[config.mk]
export PLATFORM = sky130hd
export DESIGN_NAME = flappy_game_ctrl
export DESIGN_NICKNAME = d
export VERILOG_FILES = /design/src/rtl/flappy_pkg.sv /design/src/rtl/flappy_step_timer.sv /design/src/rtl/flappy_game_ctrl.sv
export SDC_FILE = /design/constraint.sdc
export NUM_CORES = 1
export LEC_CHECK = 0
export ABC_AREA = 1
export CELL_PAD_IN_SITES_DETAIL_PLACEMENT = 1
export CELL_PAD_IN_SITES_GLOBAL_PLACEMENT = 2
export CORE_AREA = 2 2 131 133
export DETAILED_ROUTE_END_ITERATION = 7
export DIE_AREA = 0 0 133 135
export GPL_TIMING_DRIVEN = 0
export HOLD_SLACK_MARGIN = 0.02
export PLACE_DENSITY_LB_ADDON = 0.1
export REMOVE_ABC_BUFFERS = 1
export SETUP_SLACK_MARGIN = 0.05
export SYNTH_ARGS = -nofsm -noshare
export SYNTH_HDL_FRONTEND = slang
export SYNTH_HIERARCHICAL = 1
export SYNTH_SLANG_ARGS = --single-unit
[constraint.sdc]
create_clock -name clk -period 6.6 [get_ports clk]
set_input_delay 1.32 -clock clk [delete_from_list [all_inputs] [get_ports clk]]
set_output_delay 1.32 -clock clk [all_outputs]
set_load 0.05 [all_outputs]
[src/rtl/flappy_pkg.sv]
// flappy_pkg: shared state encoding and widths for the flappy game-flow controller.
package flappy_pkg;
    typedef enum logic [2:0] {
        S_IDLE     = 3'd0,
        S_ARM      = 3'd1,
        S_RUN      = 3'd2,
        S_STOPPING = 3'd3,
        S_DEAD     = 3'd4,
        S_ACKING   = 3'd5
    } state_t;
    localparam logic [3:0] SCORE_MAX = 4'd15;
    localparam int STEP_W = 24;
    localparam int HOLD_W = 26;
endpackage

[src/rtl/flappy_step_timer.sv]
// flappy_step_timer: loadable down-counter; tick is high while enabled and the count sits at zero.
module flappy_step_timer #(
    parameter int W = 24
) (
    input  logic         clk,
    input  logic         reset,
    input  logic         load,
    input  logic         en,
    input  logic [W-1:0] period,
    output logic         tick
);
    logic [W-1:0] cnt;
    always_ff @(posedge clk) begin
        if (reset) cnt <= '0;
        else if (load) cnt <= period - W'(1);
        else if (en && cnt != '0) cnt <= cnt - W'(1);
    end
    assign tick = en && cnt == '0;
endmodule

[src/rtl/flappy_game_ctrl.sv]
// flappy_game_ctrl: sequences the pipe block via start/stop/ack, paces pipe scrolling with a
// score-driven difficulty ramp, and latches win/lose and the high score.
module flappy_game_ctrl import flappy_pkg::*; #(
    parameter int unsigned STEP_DIV = 400000,
    parameter int unsigned HOLD_CYC = 25000000
) (
    input  logic       clk,
    input  logic       reset,
    input  logic       btn_flap,
    input  logic       collision,
    input  logic [3:0] score,
    input  logic       q_initial,
    input  logic       q_count,
    input  logic       q_stop,
    output logic       start,
    output logic       stop,
    output logic       ack,
    output logic       pipe_step,
    output logic [1:0] level,
    output logic       game_over,
    output logic       win,
    output logic [3:0] high_score
);
    state_t state, next;
    logic step_tick, hold_tick, step_load, hold_load, won;
    logic [STEP_W-1:0] step_period;
    always_comb begin
        next = S_IDLE;
        case (state)
            S_IDLE:     next = btn_flap ? S_ARM : S_IDLE;
            S_ARM:      next = q_count ? S_RUN : S_ARM;
            S_RUN:      next = (collision || score == SCORE_MAX) ? S_STOPPING : S_RUN;
            S_STOPPING: next = q_stop ? S_DEAD : S_STOPPING;
            S_DEAD:     next = (btn_flap && hold_tick) ? S_ACKING : S_DEAD;
            S_ACKING:   next = q_initial ? S_IDLE : S_ACKING;
            default:    next = S_IDLE;
        endcase
    end
    // period follows the live score so a level change lands exactly on a reload
    assign step_period = STEP_W'(STEP_DIV) >> score[3:2];
    assign step_load   = next == S_RUN && (state == S_ARM || step_tick);
    assign hold_load   = next == S_DEAD && state != S_DEAD;
    flappy_step_timer #(.W(STEP_W)) u_step (
        .clk    (clk),
        .reset  (reset),
        .load   (step_load),
        .en     (state == S_RUN),
        .period (step_period),
        .tick   (step_tick)
    );
    flappy_step_timer #(.W(HOLD_W)) u_hold (
        .clk    (clk),
        .reset  (reset),
        .load   (hold_load),
        .en     (state == S_DEAD),
        .period (HOLD_W'(HOLD_CYC)),
        .tick   (hold_tick)
    );
    always_ff @(posedge clk) begin
        if (reset) begin
            state      <= S_IDLE;
            start      <= 1'b0;
            stop       <= 1'b0;
            ack        <= 1'b0;
            pipe_step  <= 1'b0;
            game_over  <= 1'b0;
            win        <= 1'b0;
            won        <= 1'b0;
            level      <= 2'd0;
            high_score <= 4'd0;
        end else begin
            state     <= next;
            start     <= next == S_ARM;
            stop      <= next == S_STOPPING;
            ack       <= next == S_ACKING;
            pipe_step <= step_tick && next == S_RUN;
            game_over <= next == S_DEAD || next == S_ACKING;
            win       <= (next == S_DEAD || next == S_ACKING) && won;
            level     <= next == S_IDLE ? 2'd0 : step_load ? score[3:2] : level;
            if (state == S_RUN && next == S_STOPPING) won <= !collision && score == SCORE_MAX;
            if (state == S_STOPPING && next == S_DEAD && score > high_score) high_score <= score;
        end
    end
endmodule

# After elaboration in Yosys (flattened, before gate mapping)
# Index checks and enable logic that the tools add are counted.
# word_totals
register_bits	66
inputBits	11
out_inout_bits	12
word_cells	68
# classes
addsub	3
order_cmp	1
eq_ne	12
n_shift	1
mux	11
n_reduce_logical	27
# op_table
cell	count
25-bit 2-to-1 mux	2
24-bit 2-to-1 mux	2
24-bit by 1-bit subtractor with 24-bit output, second input constant	2
26-bit logical NOT	1
26-bit nonzero test	1
26-bit by 1-bit subtractor with 26-bit output, second input constant	1
24-bit logical NOT	1
24-bit nonzero test	1
19-bit by 2-bit right shift with 24-bit output, first input constant	1
3-bit one-hot mux with 6 select lines	1
1-bit logical AND	13
3-bit by 2-bit equality test with 1-bit output, second input constant	4
3-bit equality test, second input constant	4
3-bit by 1-bit equality test with 1-bit output, second input constant	2
3-bit logical NOT	2
3-bit 2-to-1 mux	2
4-bit equality test, second input constant	1
4-bit > comparator	1
2-bit nonzero test	2
2-bit OR reduction	2
1-bit logical OR	3
1-bit 2-to-1 mux	3
3-bit != test, second input constant	1
2-bit 2-to-1 mux	1
1-bit logical NOT	1

# Logic depth before layout (Yosys ltp)
# Gate-level depths: netlist of the first run.
# logic_depth
word_depth	8
ltp_mapped	29
mapped_depth_nobuf	27

# Hierarchy
# Netlist of the first run, hierarchy kept.
# modules_own_cells
mod	n_inst	cells_each	area_per_inst_um2	seq_area_each_um2
flappy_step_timer at u_hold	1	493	2600.0	520.5
flappy_step_timer at u_step	1	383	2193.4	480.5
flappy_game_ctrl	1	124	880.8	320.3

# Least setup slack after synthesis of the first run
# OpenSTA, ideal clock, no wires.
# synth_timing
path_type	input-to-reg
from	input port score[2]
to	register u_step.cnt[16]
setup_time_ps	110
arrival_time_ps	3345
required_time_ps	6490
path_slack_ps	3145
cell_stages	18
path_buffers	2
path_cell_list	ha_1 > nand3_1 > nand2_1 > nand2_2 > nand4_2 > inv_1 > buf_6 > inv_6 > buf_12 > o21ai_2 > ha_1 > inv_1 > nor2_1 > nand3_1 > o21ai_0 > nand3_1 > nand3_1 > inv_1
# synth_via
elab_chain_len	7
elab_cells_between_ends	10
classes_between	1 x add/sub; 2 x eq/ne; 1 x shift; 3 x mux; 3 x reduce/logical
# synth_lines
item	line_no	text
start, declared	flappy_game_ctrl.sv:11	input logic [3:0] score,
4-bit equality test *	flappy_game_ctrl.sv:32	S_RUN: next = (collision || score == SCORE_MAX) ? S_STOPPING : S_RUN;
1-bit logical OR *	flappy_game_ctrl.sv:32	
1-bit 2-to-1 mux *	flappy_game_ctrl.sv:32	
3-bit one-hot mux with 6 select lines *	flappy_game_ctrl.sv:29	case (state)
3-bit by 2-bit equality test with 1-bit output *	flappy_game_ctrl.sv:41	assign step_load = next == S_RUN && (state == S_ARM || step_tick);
1-bit logical AND *	flappy_game_ctrl.sv:41	
via step_load	flappy_game_ctrl.sv:25	logic step_tick, hold_tick, step_load, hold_load, won;
24-bit 2-to-1 mux or 2-bit nonzero test (tied branches)	n/a	
end signal, assigned	flappy_step_timer.sv:15	else if (load) cnt <= period - W'(1);
end signal, assigned	flappy_step_timer.sv:16	else if (en && cnt != '0) cnt <= cnt - W'(1);
end, declared	flappy_step_timer.sv:12	logic [W-1:0] cnt;
# Mark *: on every way through the listed nets, which the timed path passes. The rest lies on a longest branch.
# A chain may end at the register's enable or synchronous reset.

# Worst setup path after layout of the first run
# layout_timing
from	input port score[2]
to	register u_step.cnt[16]
# layout_via
elab_cells_between_ends	10
classes_between	1 x add/sub; 2 x eq/ne; 1 x shift; 3 x mux; 3 x reduce/logical
# layout_rtl
item	line_no	text
19-bit by 2-bit right shift with 24-bit output	flappy_game_ctrl.sv:40	assign step_period = STEP_W'(STEP_DIV) >> score[3:2];
via step_period[14]	flappy_game_ctrl.sv:26	logic [STEP_W-1:0] step_period;
24-bit by 1-bit subtractor with 24-bit output	flappy_step_timer.sv:15	
24-bit 2-to-1 mux	flappy_step_timer.sv:15	
# The timed path passes the listed nets, and every way through them passes these cells.

==> impl_metrics.py, run 1 <==
metrics = {
    "floorplan": {
        "pin_count": 23,
        "die_w_microns": 133,
        "design.die.area_sq_um": 17960,
        "core_outline_area_sq_um": 16410,
        "fp.dieH_microns": 135,
        "fp-row-count": 47,
        "start_util_pct": 34.58,
    },
    "place": {
        "port_buffers": 22,
        "number_of_placed_instances_taps_included": 1269,
        "detailed_place_hpwl_microns": 12560,
        "gpl.final_weighted_congestion": 0.8009,
    },
    "power_and_ir_drop": {
        "power_w": 0.001680,
        "peakVddDrop_v": 0.0001291,
        "power.density_cell_area_nw_per_um2": 259.8,
        "p_leak_nw": 3.646,
    },
    "clock_tree": {
        "max-clock-path-buffers": 2,
        "postCtsResizedCells": 0,
        "clock-sinks": 66,
        "cts.clk_slew.worst_paths_ns": 0.06,
        "htree_num_levels": 3,
        "postCtsSetupRepairBufs": 0,
        "numCtsBuffers": 9,
        "insertion_delay_ns": 0.34,
        "ctsHoldBuffers": 0,
        "cts_tree": "built",
        "cts_root_buf": "sky130_fd_sc_hd__clkbuf_16",
    },
    "grt": {
        "global_route.overflow_total": 0,
        "groute.usage.overall_pct": 19.57,
        "grt_max_degree": 43,
        "grt_first_pass_wirelength_microns": 28000,
        "number_of_global_route_vias_before_repair": 5743,
        "antenna_found_initial": 0,
    },
    "timing": {
        "report.final.setup_viol": 0,
        "unrepaired_setup_endpoints_after_global_routing": "false",
        "timing.max_slew.rel_slack_pct": 40.62,
        "period_needed_ns": 4.957,
        "tightest_slew_ns": 0.8907,
        "fmaxAchievable_ghz": 0.2017,
        "timing_max_transition_violations_final": 0,
        "finalCritPeriodShare_pct": 75.11,
        "timing_hold_violations_final": 0,
        "totalNegativeSetupSlack_ns": 0,
        "fin_worst_skew_ns": 0.006753,
    },
    "cells_and_area": {
        "post-route-util_pct": 39.42,
        "layout_common_cells": "sky130_fd_sc_hd__nand2_1 (316), sky130_fd_sc_hd__inv_1 (180), sky130_fd_sc_hd__nor2_1 (112), sky130_fd_sc_hd__nand3_1 (67), sky130_fd_sc_hd__dfxtp_1 (66)",
        "final_common_cell": "sky130_fd_sc_hd__nand2_1",
        "fin_cells": 1286,
        "nNetsFinal": 1082,
        "flow.area_growth_from_synthesis_pct": 13.98,
        "final_layout_size_suffix_gt1_share_pct": 9.662,
        "diodes": 0,
    },
    "critical_path": {
        "critical_path_arrival_ns": 5.19,
        "critPathKind": "input port to flop",
        "end_kind": "flop",
        "start_kind": "input port",
        "worstPathMaxFanout": 22,
        "cp_data_required_time_ns": 6.84,
    },
    "yosys": {
        "ys_seq_elements": 66,
        "synth.cell_area_sq_um": 5674,
        "synth_warnings": 6,
        "synth_area_per_cell_sq_um": 5.674,
        "ys_types": 39,
        "ys_seq_area_share_pct": 23.29,
        "yosys.area.top_type_share_pct": 23.29,
        "synth_largest_area_cell": "sky130_fd_sc_hd__dfxtp_1",
        "ys_top_cells_by_area": "sky130_fd_sc_hd__dfxtp_1 (23%), sky130_fd_sc_hd__nand2_1 (21%), sky130_fd_sc_hd__inv_1 (12%)",
        "syn-instance-count": 1000,
    },
    "routing": {
        "detailroute.via_count": 5763,
        "detail_route.vias_per_cell": 4.481,
        "drc": 0,
        "drt_iter0_markers": 149,
        "first_pass_iters": 4,
        "drtAntennaViolNets": 0,
        "route.final.wire_length_microns": 16570,
        "wl_per_cell_microns": 12.88,
    },
    "status": {
        "run_status": "completed",
    },
    "job": {
        "max_cap_viol_count": 0,
    },
    "hold_path": {
        "holdCritPathClass": "flop to flop",
    },
}
-- synthesized netlist by cell type (all sizes together) --
library cell	count
clkinv	1
nor2	136
xnor2	1
nand4	10
clkbuf	4
nor3	4
nand2	355
xor2	13
nor4	1
nand3	75
a21oi	35
buf	23
and2	1
inv	189
or2	2
nand3b	2
o21bai	1
conb	2
o21ai	67
ha	10
mux2i	1
dfxtp	66
a31oi	1
-- final cells by class --
cell class	count	area [sq um]
fill	2313	9940
timing repair buffer	24	267.8
inverter	190	723.2
tap	220	275.3
multi-input combinational	770	3616
sequential	66	1321
clock inverter	5	31.28
clock buffer	11	232.7
-- logic make-up (layout without fill, tap and decap cells) --
family | Yosys count | in the layout | synth area share (%)
mux | 1 | 1 | 0.1764
other cells | 2 | 55 | 0.1324
simple gates | 586 | 586 | 45.87
buf+inv | 217 | 230 | 16.54
xor+xnor | 14 | 14 | 2.161
flops | 66 | 66 | 23.29
compound gates | 104 | 104 | 9.636
fa+ha+maj | 10 | 10 | 2.205
-- sequential cells by signal (all words and copies together), names as in the netlist --
| signal | cells |
|---|---|
| ack | 1 |
| game_over | 1 |
| high_score | 4 |
| level | 2 |
| pipe_step | 1 |
| start | 1 |
| state | 3 |
| stop | 1 |
| u_hold/cnt | 26 |
| u_step/cnt | 24 |
| win | 1 |
| won | 1 |
-- per-layer routing --
layer  wire (microns)  GRT usage (%)  vias to the layer above
li1                 -              -                     3089
met1             7755          23.34                     2630
met2             8323          36.56                       28
met3              226          2.102                       16
met4              260          6.511                        0
met5                0              0                        -
-- critical path, cell delays in order --
cell	delay, ns
sky130_fd_sc_hd__clkdlybuf4s50_1	0.70
sky130_fd_sc_hd__ha_1	0.39
sky130_fd_sc_hd__nand3_1	0.13
sky130_fd_sc_hd__nand2_1	0.09
sky130_fd_sc_hd__nand2_2	0.09
sky130_fd_sc_hd__nand4_2	0.14
sky130_fd_sc_hd__clkinv_1	0.43
sky130_fd_sc_hd__inv_6	0.38
sky130_fd_sc_hd__nand2_1	0.10
sky130_fd_sc_hd__o21ai_2	0.08
sky130_fd_sc_hd__ha_1	0.34
sky130_fd_sc_hd__inv_1	0.11
sky130_fd_sc_hd__nor2_1	0.18
sky130_fd_sc_hd__nand3_1	0.21
sky130_fd_sc_hd__o21ai_0	0.21
sky130_fd_sc_hd__nand3_1	0.09
sky130_fd_sc_hd__nand3_1	0.11
sky130_fd_sc_hd__inv_1	0.06
-- metrics by stage --
step / cell area, sq um / hold WS (ns) / setup slack [ns]
after floorplan: 5658 / 0.4160 / 2.567
after global placement: 6153 / 0.4332 / 0.2570
after detailed placement: 6173 / 0.4371 / 0.2469
after CTS: 6437 / 0.4462 / 0.6486
after global routing: 6467 / 0.4721 / 1.300
final: 6467 / 0.4414 / 1.643
-- where the power goes --
group,internal [W],total [W],switching (W)
Sequential,0.000428,0.000444,0.0000167
Clock,0.000253,0.000447,0.000194
Combinational,0.000258,0.000788,0.000531
-- path summary, 6_finish.rpt --
check                        startpoint                     endpoint  slack (ns)  cells after the start
max                            score[2]  u_step/cnt[16]$_SDFFE_PP0P_        1.64                     18
min                    won$_SDFFE_PP0P_               win$_SDFF_PP0_        0.44                      2
max reg2reg  u_hold/cnt[5]$_SDFFE_PP0P_  u_step/cnt[16]$_SDFFE_PP0P_        2.61                     25
min reg2reg            won$_SDFFE_PP0P_               win$_SDFF_PP0_        0.44                      2
No activity file was read; power rests on OpenSTA's default activity.
==> inputs of run 2 (changes only) <==
Settings changed: CORE_AREA 2 2 131 133 to 2 2 143 145, DIE_AREA 0 0 133 135 to 0 0 145 147.
Clock period 6.6 ns to 4.26 ns, I/O delays scaled along.
==> run 2 against run 1 <==
Setup slack lost 1.3 ns. Critical endpoint unchanged. Total power grew 63%. Sequential cell count is the same. Sequential share of layout area shrank 0.38 points. Routed wire length grew 9.2%.
==> impl_metrics.py, run 2 (synthesis results as in run 1) <==
metrics = {
    "floorplan": {
        "pin_count": 23,
        "fp-row-count": 52,
        "die_w_microns": 145,
        "fp.dieH_microns": 147,
        "core_outline_area_sq_um": 19840,
        "design.die.area_sq_um": 21320,
        "start_util_pct": 28.59,
    },
    "power_and_ir_drop": {
        "p_leak_nw": 3.668,
        "power.density_cell_area_nw_per_um2": 415.1,
        "peakVddDrop_v": 0.0002043,
    },
    "timing": {
        "tightest_slew_ns": 1.025,
        "timing_max_transition_violations_final": 0,
        "timing.max_slew.rel_slack_pct": 31.69,
        "finalCritPeriodShare_pct": 91.66,
        "period_needed_ns": 3.905,
        "timing_hold_violations_final": 0,
        "fmaxAchievable_ghz": 0.2561,
        "unrepaired_setup_endpoints_after_global_routing": "false",
        "fin_worst_skew_ns": 0.007368,
        "report.final.setup_viol": 0,
    },
    "clock_tree": {
        "ctsHoldBuffers": 0,
        "htree_num_levels": 3,
        "max-clock-path-buffers": 2,
        "cts.clk_slew.worst_paths_ns": 0.06,
        "cts_tree": "built",
        "insertion_delay_ns": 0.35,
        "numCtsBuffers": 9,
        "clock-sinks": 66,
        "cts_root_buf": "sky130_fd_sc_hd__clkbuf_16",
    },
    "cells_and_area": {
        "top_register": "u_hold/cnt",
        "layout_common_cells": "sky130_fd_sc_hd__nand2_1 (316), sky130_fd_sc_hd__inv_1 (180), sky130_fd_sc_hd__nor2_1 (112), sky130_fd_sc_hd__nand3_1 (67), sky130_fd_sc_hd__dfxtp_1 (66)",
        "diodes": 0,
        "final_layout_size_suffix_gt1_share_pct": 10.38,
        "layout.cell_area.non_filler_sq_um": 6590,
        "max_reg_flops": 26,
        "flow.area_growth_from_synthesis_pct": 16.14,
        "nNetsFinal": 1085,
        "final_common_cell": "sky130_fd_sc_hd__nand2_1",
        "layout_top_registers": "u_hold/cnt (26), u_step/cnt (24), high_score (4)",
        "register_area_sq_um": 1321,
        "filler_cell_count": 2728,
        "fin_cells": 1339,
        "multi_input_comb_area_sq_um": 3631,
    },
    "place": {
        "detailed_place_hpwl_microns": 13060,
        "gpl.final_weighted_congestion": 0.7837,
        "port_buffers": 22,
        "number_of_placed_instances_taps_included": 1319,
        "detailed_place.area_sq_um": 6236,
    },
    "hold_path": {
        "worst_hold_path.num_cells": 2,
        "holdCritPathClass": "flop to flop",
    },
    "grt": {
        "global_route.overflow_total": 0,
        "antenna_found_initial": 0,
        "groute.usage.overall_pct": 17.64,
        "number_of_global_route_vias_before_repair": 5691,
        "grt_first_pass_wirelength_microns": 29750,
        "grt_max_degree": 43,
    },
    "critical_path": {
        "end_kind": "flop",
        "cp.depth": 18,
        "timing.reg2reg.worst_path_depth": 25,
        "cp_data_required_time_ns": 4.50,
        "critical_path_arrival_ns": 4.15,
        "timing.critical_path.slowest_stage_cell": "sky130_fd_sc_hd__clkdlybuf4s50_1",
        "critPathKind": "input port to flop",
        "max_stage_delay_ns": 0.63,
        "worstPathMaxFanout": 22,
        "timing.critical_path.mode_cell": "sky130_fd_sc_hd__nand3_1",
        "family_with_the_most_delay_on_the_worst_path": "buffers and inverters",
        "crit_buf_inv": 5,
        "crit_path_cell_trace": "clkdlybuf4s50_1 -> ha_4 -> nand3_1 -> nand2_1 -> nand2_2 -> nand4_2 -> clkinvlp_4 -> inv_6 -> nand2_1 -> o21ai_2 -> ha_2 -> inv_1 -> nor2_1 -> nand3_1 -> o21ai_0 -> nand3_1 -> nand3_1 -> inv_1",
        "start_kind": "input port",
    },
    "routing": {
        "wl_per_cell_microns": 13.51,
        "detailroute.via_count": 5725,
        "first_pass_iters": 4,
        "drt_iter0_markers": 163,
        "route.final.wire_length_microns": 18090,
        "detail_route.vias_per_cell": 4.276,
        "drc": 0,
        "drtAntennaViolNets": 0,
    },
    "status": {
        "run_status": "completed",
    },
    "job": {
        "max_cap_viol_count": 0,
    },
}
==> run 2: changes by cell type in the layout (fill, tap and decap cells not counted), moves of 2 or more <==
cell / before / now
sky130_fd_sc_hd__clkbuf_1: 2 / 0
sky130_fd_sc_hd__clkinv_2: 3 / 1
sky130_fd_sc_hd__ha_1: 10 / 8
sky130_fd_sc_hd__inv_6: 2 / 4
sky130_fd_sc_hd__clkinvlp_4: 1 / 3
sky130_fd_sc_hd__buf_4: 0 / 2
==> run 2: cell type report <==
class / instances / area share (%)
inverters: 190 / 11.03
repair buffers: 25 / 3.911
multi-input cells: 770 / 55.10
flip-flops and latches: 66 / 20.05
clock inverters: 7 / 1.177
clock buffers: 9 / 3.418
well taps: 270 / 5.126
repair inverters: 2 / 0.1899
==> run 2: stage by stage <==
step	worst slack [ns]	power [W]	hold slack (ns)	TNS, ns	utilization [%]
5_1_grt	0.06901	0.002982	0.4693	0	33.21
3_3_place_gp	-1.717	0.001948	0.4323	-43.30	31.32
4_1_cts	0.05885	0.002783	0.4442	0	33.12
3_5_place_dp	-1.726	0.001949	0.4341	-31.81	31.42
2_1_floorplan	0.6950	0.001628	0.4160	0	-
6_report	0.3553	0.002735	0.4438	0	33.21
==> run 2: path summary, 6_finish.rpt <==
path                              startpoint                     endpoint  slack [ns]
setup / recovery                    score[3]  u_step/cnt[16]$_SDFFE_PP0P_        0.36
hold / removal              won$_SDFFE_PP0P_               win$_SDFF_PP0_        0.44
setup reg to reg  u_hold/cnt[5]$_SDFFE_PP0P_  u_step/cnt[16]$_SDFFE_PP0P_        0.56
hold reg to reg             won$_SDFFE_PP0P_               win$_SDFF_PP0_        0.44
==> run 2: layer usage <==
metal  wire length, microns  vias to the layer above  GRT usage, %
met3                    334                       11         2.764
met5                      0                        -             0
met4                    138                        0         3.564
met1                   8507                     2579         21.40
li1                       -                     3106             -
met2                   9111                       29         32.95
==> run 2: timing repair <==
action / in CTS / in global routing
pin swaps: 0 / 0
setup buffers: 2 / 0
setup endpoints to repair: 24 / 18
hold endpoints to repair: 0 / 0
cloned: 2 / 0
resized for setup: 3 / 4
==> run 2: worst reg2reg max path: stages, from the launching register on <==
cell	delay, ns
sky130_fd_sc_hd__dfxtp_1	0.31
sky130_fd_sc_hd__inv_1	0.09
sky130_fd_sc_hd__nand2_1	0.07
sky130_fd_sc_hd__nor2_1	0.16
sky130_fd_sc_hd__nand2_1	0.07
sky130_fd_sc_hd__nor2_1	0.21
sky130_fd_sc_hd__nand2_1	0.16
sky130_fd_sc_hd__nor2_1	0.11
sky130_fd_sc_hd__inv_1	0.04
sky130_fd_sc_hd__nand2_1	0.05
sky130_fd_sc_hd__nand3_1	0.07
sky130_fd_sc_hd__nand2_1	0.10
sky130_fd_sc_hd__nor2_1	0.06
sky130_fd_sc_hd__nand4_2	0.21
sky130_fd_sc_hd__clkinvlp_4	0.23
sky130_fd_sc_hd__inv_6	0.22
sky130_fd_sc_hd__nand2_1	0.11
sky130_fd_sc_hd__o21ai_2	0.09
sky130_fd_sc_hd__ha_2	0.29
sky130_fd_sc_hd__inv_1	0.09
sky130_fd_sc_hd__nor2_1	0.16
sky130_fd_sc_hd__nand3_1	0.21
sky130_fd_sc_hd__o21ai_0	0.23
sky130_fd_sc_hd__nand3_1	0.10
sky130_fd_sc_hd__nand3_1	0.12
sky130_fd_sc_hd__inv_1	0.05
==> run 2: where the power goes <==
group / internal (W) / total, W / switching (W)
registers: 0.000662 / 0.000689 / 0.0000264
clock network: 0.000459 / 0.000797 / 0.000338
logic: 0.000400 / 0.00125 / 0.000850
total: 0.00152 / 0.00274 / 0.00121
